## src/rtl/video_timing_gen.sv

```systemverilog
// video_timing_gen: raster h/v counters with sync, blank, de and strobe decode.
// Timing fields are written to a shadow copy and become active only at a frame boundary.
module video_timing_gen #(
  parameter int CNT_W     = 12,
  parameter int H_ACTIVE  = 640,
  parameter int H_FP      = 16,
  parameter int H_SYNC    = 96,
  parameter int H_BP      = 48,
  parameter int V_ACTIVE  = 480,
  parameter int V_FP      = 10,
  parameter int V_SYNC    = 2,
  parameter int V_BP      = 33,
  parameter int HSYNC_POL = 0,
  parameter int VSYNC_POL = 0,
  parameter int FRAME_W   = 16
) (
  input  logic               clk,
  input  logic               reset,
  input  logic               clk_en,
  input  logic               cfg_wr,
  input  logic [2:0]         cfg_sel,
  input  logic [CNT_W-1:0]   cfg_data,
  output logic               cfg_pending,
  output logic [CNT_W-1:0]   h_count,
  output logic [CNT_W-1:0]   v_count,
  output logic               hsync,
  output logic               vsync,
  output logic               hblank,
  output logic               vblank,
  output logic               de,
  output logic               line_start,
  output logic               frame_start,
  output logic [FRAME_W-1:0] frame_count
);
  localparam int TW = CNT_W + 2;
  localparam logic [8*CNT_W-1:0] DEF = {CNT_W'(V_BP), CNT_W'(V_SYNC), CNT_W'(V_FP), CNT_W'(V_ACTIVE),
                                        CNT_W'(H_BP), CNT_W'(H_SYNC), CNT_W'(H_FP), CNT_W'(H_ACTIVE)};
  logic [CNT_W-1:0] act [8];
  logic [CNT_W-1:0] shd [8];
  logic [TW-1:0] hc, vc, h_sync_on, h_sync_off, h_tot, v_sync_on, v_sync_off, v_tot;
  logic h_last, v_last, fb, wr_ok;
  always_comb begin
    hc = TW'(h_count);
    vc = TW'(v_count);
    h_sync_on = TW'(act[0]) + TW'(act[1]);
    h_sync_off = h_sync_on + TW'(act[2]);
    h_tot = h_sync_off + TW'(act[3]);
    v_sync_on = TW'(act[4]) + TW'(act[5]);
    v_sync_off = v_sync_on + TW'(act[6]);
    v_tot = v_sync_off + TW'(act[7]);
    h_last = hc == h_tot - TW'(1);
    v_last = vc == v_tot - TW'(1);
    fb = clk_en && h_last && v_last;
    // active widths and sync widths (even selects) must never be zero
    wr_ok = cfg_wr && (cfg_sel[0] || cfg_data != '0);
  end
  assign hblank      = hc >= TW'(act[0]);
  assign vblank      = vc >= TW'(act[4]);
  assign de          = !hblank && !vblank;
  assign hsync       = (hc >= h_sync_on && hc < h_sync_off) == (HSYNC_POL != 0);
  assign vsync       = (vc >= v_sync_on && vc < v_sync_off) == (VSYNC_POL != 0);
  assign line_start  = h_count == '0;
  assign frame_start = line_start && v_count == '0;
  always_ff @(posedge clk) begin
    if (reset) begin
      h_count <= '0;
      v_count <= '0;
      frame_count <= '0;
      cfg_pending <= 1'b0;
      for (int i = 0; i < 8; i++) begin
        act[i] <= DEF[i*CNT_W +: CNT_W];
        shd[i] <= DEF[i*CNT_W +: CNT_W];
      end
    end else begin
      if (clk_en) begin
        h_count <= h_last ? '0 : h_count + CNT_W'(1);
        if (h_last) v_count <= v_last ? '0 : v_count + CNT_W'(1);
      end
      if (fb) frame_count <= frame_count + FRAME_W'(1);
      // a write on the boundary cycle lands after the copy, so it waits for the next frame
      if (fb && cfg_pending) begin
        for (int i = 0; i < 8; i++) act[i] <= shd[i];
        cfg_pending <= 1'b0;
      end
      if (wr_ok) begin
        shd[cfg_sel] <= cfg_data;
        cfg_pending <= 1'b1;
      end
    end
  end
endmodule

```

## config.mk

```make
export PLATFORM = sky130hd
export DESIGN_NAME = video_timing_gen
export DESIGN_NICKNAME = d
export VERILOG_FILES = /design/src/rtl/video_timing_gen.sv
export SDC_FILE = /design/constraint.sdc
export NUM_CORES = 1
export LEC_CHECK = 0
export CORE_MARGIN = 1
export CORE_UTILIZATION = 55
export DETAILED_ROUTE_END_ITERATION = 12
export PLACE_DENSITY_LB_ADDON = 0.08
export SLEW_MARGIN = 10
export SYNTH_ARGS = -nofsm -noshare
export SYNTH_HDL_FRONTEND = slang
export SYNTH_SLANG_ARGS = --single-unit
```

## constraint.sdc

```tcl
create_clock -name clk -period 12.2 [get_ports clk]
set_input_delay 2.44 -clock clk [delete_from_list [all_inputs] [get_ports clk]]
set_output_delay 2.44 -clock clk [all_outputs]
set_load 0.01 [all_outputs]
```

# Word-level counts from Yosys, hierarchy flattened
# Memory sizes are Yosys's and may differ from the RTL's.
# Cells that the tools add are included.
word_totals:
  reg_bits: 41
  elab_cells: 75
  ramBits: 192
  memories: 2
  latchBits: 0
  romBits: 0
mem_list:
  columns: ["name", "words", "word_bits", "rd", "rd_clocked_by_memory_dff", "wr", "line_no", "text"]
  rows:
  - ["act", 8, 12, 8, 0, 8, "38", "logic [CNT_W-1:0] act [8];"]
  - ["shd", 8, 12, 8, 0, 8, "39", "logic [CNT_W-1:0] shd [8];"]
classes:
  n_div: 0
  eq_ne: 2
  n_reduce_logical: 17
  muxes: 23
  shifts: 0
  n_addsub: 11
  n_lt_le_gt_ge: 6
  bitwise_logic: 10
  multipliers: 0
ops:
  columns: ["operator", "n"]
  rows:
  - ["$mux 12", 11]
  - ["$add 13x12->14", 2]
  - ["$add 14x12->14", 2]
  - ["$eq 12x14->1", 2]
  - ["$lt 12x14->1", 2]
  - ["$sub 14x1->14 const B", 2]
  - ["$add 12x12->13", 2]
  - ["$ge 12x13->1", 2]
  - ["$add 12x1->12 const B", 2]
  - ["$ge 12x12->1", 2]
  - ["$logic_not 12->1", 2]
  - ["$add 16x1->16 const B", 1]
  - ["$reduce_bool 12->1", 1]
  - ["$reduce_or 12->1", 1]
  - ["$mux 1", 11]
  - ["$logic_and 1x1->1", 8]
  - ["$or 1x1->1", 8]
  - ["$mux 3", 1]
  - ["$logic_not 1->1", 2]
  - ["$not 1->1", 2]
  - ["$reduce_and 2->1", 1]
  - ["$reduce_bool 2->1", 1]
  - ["$logic_or 1x1->1", 1]

# Depth between registers and ports, before layout
# Gate-level depths: netlist (run 1).
# An unclocked memory read counts as a cell.
logic_depth:
  word_depth: 13
  depth_mapped: 31

# Worst setup path before layout (run 1)
# No wires, ideal clock.
synth_timing:
  path_kind: "register to register"
  from: "mem act[0][1]"
  to: "mem act[0][0], enable pin"
  arrival_time_ps: 7962
  path_slack_ps: 3784
  path_stages_with_launch: 29
  setup_ps: 453
  period_less_slack_ps: 8416
  path_buffers: 3
  required_time_ps: 11747
  path_cell_list: "edfxtp_1 -> ha_1 -> a21o_1 -> a21oi_1 -> o21bai_1 -> a211o_1 -> a31oi_1 -> nor2b_1 -> o21ai_0 -> nor2b_1 -> xnor2_1 -> ha_1 -> clkbuf_1 -> and3_1 -> a21oi_1 -> o21ai_0 -> a2111o_1 -> xor2_1 -> ha_1 -> clkbuf_1 -> a21o_1 -> a221oi_2 -> nor3b_1 -> or4_1 -> nor3_2 -> nand4_1 -> nor4_2 -> buf_2 -> a21o_1"
synth_rtl:
  columns: ["element", "line_no"]
  rows:
  - ["from (decl)", "38"]

==> results.ini, run 1 <==
[outcome]
status = finished with violations
violations = design-rule violations

[global_routing]
use_met3 = 0.0260
grt_overflow = 0
use_met2 = 0.364
grt_pass1_vias = 9793
grt_util_met1 = 0.347
grt_max_degree = 73
gr-max-usage-layer = met2
grt.total_usage = 0.233
antenna_found_initial = 0
grt_pass1_wl_um = 51000

[clock_tree]
clk_latency_ns = 0.54
cts_made_buffers = 26
postCtsHoldBufs = 0
clockBufferDepth = 3
clk_pin_slew_worst_paths_ns = 0.06
htree_levels = 1
cts_root_buffer = clkbuf_16
cts_setup_buffers = 0
cts_sinks = 233
cts_tree = done
ctsResizeCount = 0

[placed_design]
port_buffers = 66
place_inst = 1785
gp_congestion = 0.929
postPlaceCellArea_um2 = 15800
dp_slack_ns = 4.20
hpwl_um = 23700

[worst_setup_path]
required_ns = 9.76
worstReg2RegStart = act[0][1]
cp.arrival_ns = 5.95
startpoint = act[2][0]
r2r_end = act[3][4]
worstSetupStartpointType = register
r2r_setup_slack_ns = 4.13
cpMaxStageDelayCell = clkdlybuf4s50_1
critPathMaxFanout = 6
cp_slowest_stage_delay_ns = 0.48
cp-end-kind = output port
critical_path.cell_chain = ha_1, fa_1, a21oi_1, nor2_1, nor2_1, o21bai_1, a211o_1, a31oi_1, xnor2_1, ha_1, and3_1, o311a_1, o31ai_1, nand2b_1, a21oi_1, xor2_1, ha_1, a211oi_1, nand2_1, a41oi_1, a211oi_1, or3_1, clkdlybuf4s50_1
crit_path_end = vsync
cpMostUsedCell = ha_1
crit_type = register to output port
reg2reg_depth = 27

[synth]
synth-seq-cells = 233
synth_edf_count = 192
ys_types = 63
yosys_warnings = 0
synthArstFlopShare = 0
synth-seq-area-share = 0.445
synth_nets = 1615
synthFlopType = edfxtp_1
synth_cells = 1419
syn_area_um2 = 14800
postSynthAreaPerCell_um2 = 10.4

[power_and_ir_drop]
p_sw_frac = 0.310
seqPwrFrac = 0.380
intPower_mw = 1.65
p_leak_nw = 7.03
power_density_nw_per_um2 = 144
pwr-share-comb = 0.300
p_clk_frac = 0.320
fin_total_pwr_mw = 2.39
peakVddDrop_mv = 0.103
power_switching_uw = 741

[timing]
slew_viol_final = 0
hold_ws_ns = 0.504
tightest_slew_ns = 0.791
finalCritPeriodShare = 0.688
fin_skew_ns = 0.0150
relSlewSlack = 0.467
fmax_mhz = 119
setup-violations-final = 0
finalSetupTns_ns = 0
rsz0062_at_grt = no
hold_viol = 0
worst_slack_ns = 3.81
period_minus_slack_ns = 8.39

[final_layout]
drive_gt1_frac = 0.0568
synthToLayoutAreaGrowth_pct = 12.3
diodes = 0
layout_commonest_cell = edfxtp_1
final_nets = 1674
utilization = 0.635
most-common-layout-cells = edfxtp_1 (192), ha_1 (171), and2_1 (140)
final_cell_area_um2 = 16600
final_cells = 1831

[floorplan]
fp.coreArea_um2 = 26200
start_util = 0.565
num_rows = 59
ios = 67
die_h_um = 166
dieArea_um2 = 27600
die_w_um = 166

[drt]
routed_via_density = 5.53
first_pass_iters = 9
drtIter0Drc = 724
wirelength_um = 31600
vias = 10100
drc = 9
ant_nets = 0
post_drt_wl_per_cell_um = 17.3

[run]
cap_violations = 0

[hold_path]
hp-start = shd[3][5]
min_path_type = register to register

==> power by group through the flow <==
| stage | clock network (mW) | registers (mW) | logic [mW] |
|---|---|---|---|
| floorplan | 0 | 0.918 | 0.554 |
| global placement | 0 | 0.924 | 0.700 |
| detailed placement | 0 | 0.925 | 0.708 |
| CTS | 0.780 | 0.908 | 0.713 |
| global route | 0.811 | 0.911 | 0.803 |
| finish | 0.764 | 0.908 | 0.717 |
==> worst min path at each step <==
stage / end / cells past startpoint
after floorplan: act[0][16] / 1
after global placement: act[0][7] / 1
after detailed placement: act[1][17] / 1
after CTS: act[1][17] / 1
after global routing: act[3][17] / 1
final: act[1][17] / 1
==> layer usage <==
metal  up-vias  part of all wire
li1       5122                 -
met1      4708              0.50
met2       257              0.43
met3        43             0.046
met4         0             0.016
met5         -                 0
==> synth_stat cells (all sizes together), types with 6 or more instances <==
library cell    n  share of area
or3            17         0.0072
nand2          41          0.010
clkbuf         37         0.0099
buf             6         0.0020
o21a            9         0.0046
nor3           21         0.0074
or2            20         0.0084
xor2           45          0.027
nor2           84          0.021
a21o           33          0.017
nand3          22         0.0074
a211oi         19         0.0096
dfxtp          41          0.055
ha            171           0.14
and3           18         0.0076
nor2b          45          0.019
xnor2          53          0.031
inv           135          0.034
a31oi           8         0.0034
and2          140          0.059
o21ai          34          0.011
mux2           13         0.0099
o21bai         11         0.0056
a21oi          59          0.020
nand4          25          0.011
nor4           11         0.0051
nand2b         39          0.016
fa              6         0.0081
edfxtp        192           0.39
==> cells by family after synthesis <==
| kind of cell | Yosys count | share of synthesized area |
|---|---|---|
| simple gates | 499 | 0.189 |
| flops | 233 | 0.445 |
| compound gates | 218 | 0.0978 |
| buf+inv | 178 | 0.0461 |
| fa+ha+maj | 178 | 0.153 |
| xor+xnor | 98 | 0.0579 |
| mux | 15 | 0.0112 |
==> sequential cells by signal (all words and copies together) (netlist names) <==
signal,flops
h_count,12
act,96
cfg_pending,1
v_count,12
shd,96
frame_count,16
==> layout make-up <==
| cell class | instances | area (um2) |
|---|---|---|
| fillers | 2128 | 9570 |
| multi-input cells | 1008 | 7560 |
| flip-flops and latches | 233 | 6590 |
| repair buffers | 74 | 716 |
| clock buffers | 31 | 669 |
| inverters | 135 | 507 |
| well taps | 335 | 419 |
| clock inverters | 15 | 173 |
==> worst max-delay path: cells and delay by family (launching register included) <==
kind / cells / cell delay, ns
AOI/OAI and AO/OA: 10 / 1.94
xor gates and xnor gates: 2 / 0.40
adders and majority gates: 4 / 1.27
buffers and inverters: 1 / 0.48
DFF: 1 / 0.39
and+or+nand+nor: 6 / 0.91
(Power assumes the default switching activity.)
==> run 2: changes to the inputs <==
Clock period 12.2 ns to 7.25 ns, I/O delays scaled along.
==> run 2 against run 1 <==
The flow still finishes with violations (design-rule violations). Power grew 65%. Largest cell class unchanged. Combinational power rose by 72%. Utilization increased by 0.39 points. Via count up 0.15%.
==> results.ini, run 2 (same netlist as run 1, synthesis figures left out) <==
[floorplan]
die_h_um = 166  ; unchanged
ios = 67  ; unchanged
fp.coreArea_um2 = 26200  ; unchanged
die_w_um = 166  ; unchanged
start_util = 0.565  ; unchanged
num_rows = 59  ; unchanged
dieArea_um2 = 27600  ; unchanged

[timing]
relSlewSlack = 0.494  ; +0.0271
slew_viol_final = 0  ; unchanged
setup-violations-final = 0  ; unchanged
fmax_mhz = 147
period_minus_slack_ns = 6.82
fin_skew_ns = 0.00999  ; -0.00497 ns
finalCritPeriodShare = 0.941
hold_viol = 0  ; unchanged
finalSetupTns_ns = 0  ; unchanged
tightest_slew_ns = 0.759  ; -0.0322 ns
worst_slack_ns = 0.428  ; -3.38 ns
rsz0062_at_grt = no

[power_and_ir_drop]
power_density_nw_per_um2 = 236  ; +64%
peakVddDrop_mv = 0.173  ; +68%
fin_total_pwr_mw = 3.94  ; +65%
p_leak_nw = 7.06  ; +0.52%

[placed_design]
dp_slack_ns = 0.217  ; -3.98 ns
gp_congestion = 0.916  ; -1.3%
place_inst = 1793  ; +0.45%
port_buffers = 66  ; unchanged
hpwl_um = 24200  ; +1.8%

[worst_setup_path]
cpMaxStageDelayCell = or4_1
crit_type = register to register
cp_slowest_stage_delay_ns = 0.51  ; +0.03 ns
cp.arrival_ns = 7.09  ; +1.14 ns
worstReg2RegStart = act[2][1]
cpMostUsedCell = ha_1
required_ns = 7.51  ; -2.25 ns
worstSetupStartpointType = register
startpoint = act[2][1]
critPathMaxFanout = 21  ; +15
cp-end-kind = register

[outcome]
violations = design-rule violations
status = finished with violations

[final_layout]
most-common-layout-cells = edfxtp_1 (192), ha_1 (170), and2_1 (140)
utilization = 0.639  ; +0.00387
synthToLayoutAreaGrowth_pct = 12.9
layout_commonest_cell = edfxtp_1
diodes = 0  ; unchanged
final_cells = 1843  ; +0.66%
largestRegisters = act x96, shd x96, frame_count x16
final_nets = 1686  ; +0.72%
drive_gt1_frac = 0.0723  ; +0.0155

[drt]
wirelength_um = 31800  ; +0.61%
vias = 10100  ; +0.15%
drtIter0Drc = 720  ; -0.55%
drc = 8  ; -1
ant_nets = 0  ; unchanged
first_pass_iters = 11  ; +2
post_drt_wl_per_cell_um = 17.2  ; about the same
routed_via_density = 5.50  ; -0.50%

[clock_tree]
cts_root_buffer = clkbuf_16
cts_tree = done
cts_made_buffers = 25  ; -3.8%
clockBufferDepth = 3  ; unchanged
cts_sinks = 233  ; unchanged
htree_levels = 1  ; unchanged
clk_pin_slew_worst_paths_ns = 0.06  ; about the same
clk_latency_ns = 0.52  ; -0.02 ns

[global_routing]
grt_max_degree = 69  ; -5.5%
grt.total_usage = 0.236  ; +0.00344
antenna_found_initial = 0  ; unchanged
grt_pass1_vias = 10100  ; +3.1%
grt_pass1_wl_um = 52200  ; +2.4%
grt_overflow = 0  ; unchanged

[run]
cap_violations = 0  ; unchanged

[hold_path]
min_path_type = register to register
hp-start = shd[2][6]

## run 2: area by class of cell
| cell class | instances | area, um2 |
|---|---|---|
| flip-flops and latches | 233 | 6590 |
| fillers | 2147 | 9470 |
| well taps | 335 | 419 |
| clock inverters | 17 | 115 |
| inverters | 135 | 507 |
| clock buffers | 28 | 637 |
| repair buffers | 87 | 843 |
| multi-input cells | 1008 | 7630 |
## run 2: routing by layer
layer	vias up	GRT usage	routed length [um]
li1	5137	-	-
met1	4749	0.352	16400
met2	202	0.356	13200
met3	57	0.0269	1280
met4	0	0.0800	907
met5	-	0	0
## run 2: worst paths after layout
check | end | slack, ns | cells after the start
max | act[2][15] | 0.43 | 26
min | act[1][6] | 0.50 | 1
max reg2reg | act[2][15] | 0.43 | 26
min reg2reg | act[1][6] | 0.50 | 1
## run 2: worst max-delay path: cells and delay by family (launching register included)
family,cells,cell delay (ns)
compound gates,10,2.27
xor+xnor,2,0.48
fa+ha+maj,4,1.26
buf+inv,3,0.52
flops,1,0.45
simple gates,7,1.61
## run 2: timing repair
item	CTS	global route
gates resized for setup	2	15
hold buffers	0	0
pin swaps	2	5
buffers inserted	3	2
setup endpoints to repair	2	199
## run 2: power breakdown
part,switching [mW],internal [mW]
Sequential,0.0270,1.50
Clock,0.515,0.666
Combinational,0.709,0.525
Total,1.25,2.69
## run 2: per-stage QoR
step	hold slack (ns)	area, um2
final	0.499	16700
after global routing	0.516	16700
after CTS	0.501	16700
after detailed placement	0.487	15900
after global placement	0.484	15900
after floorplan	0.477	14800
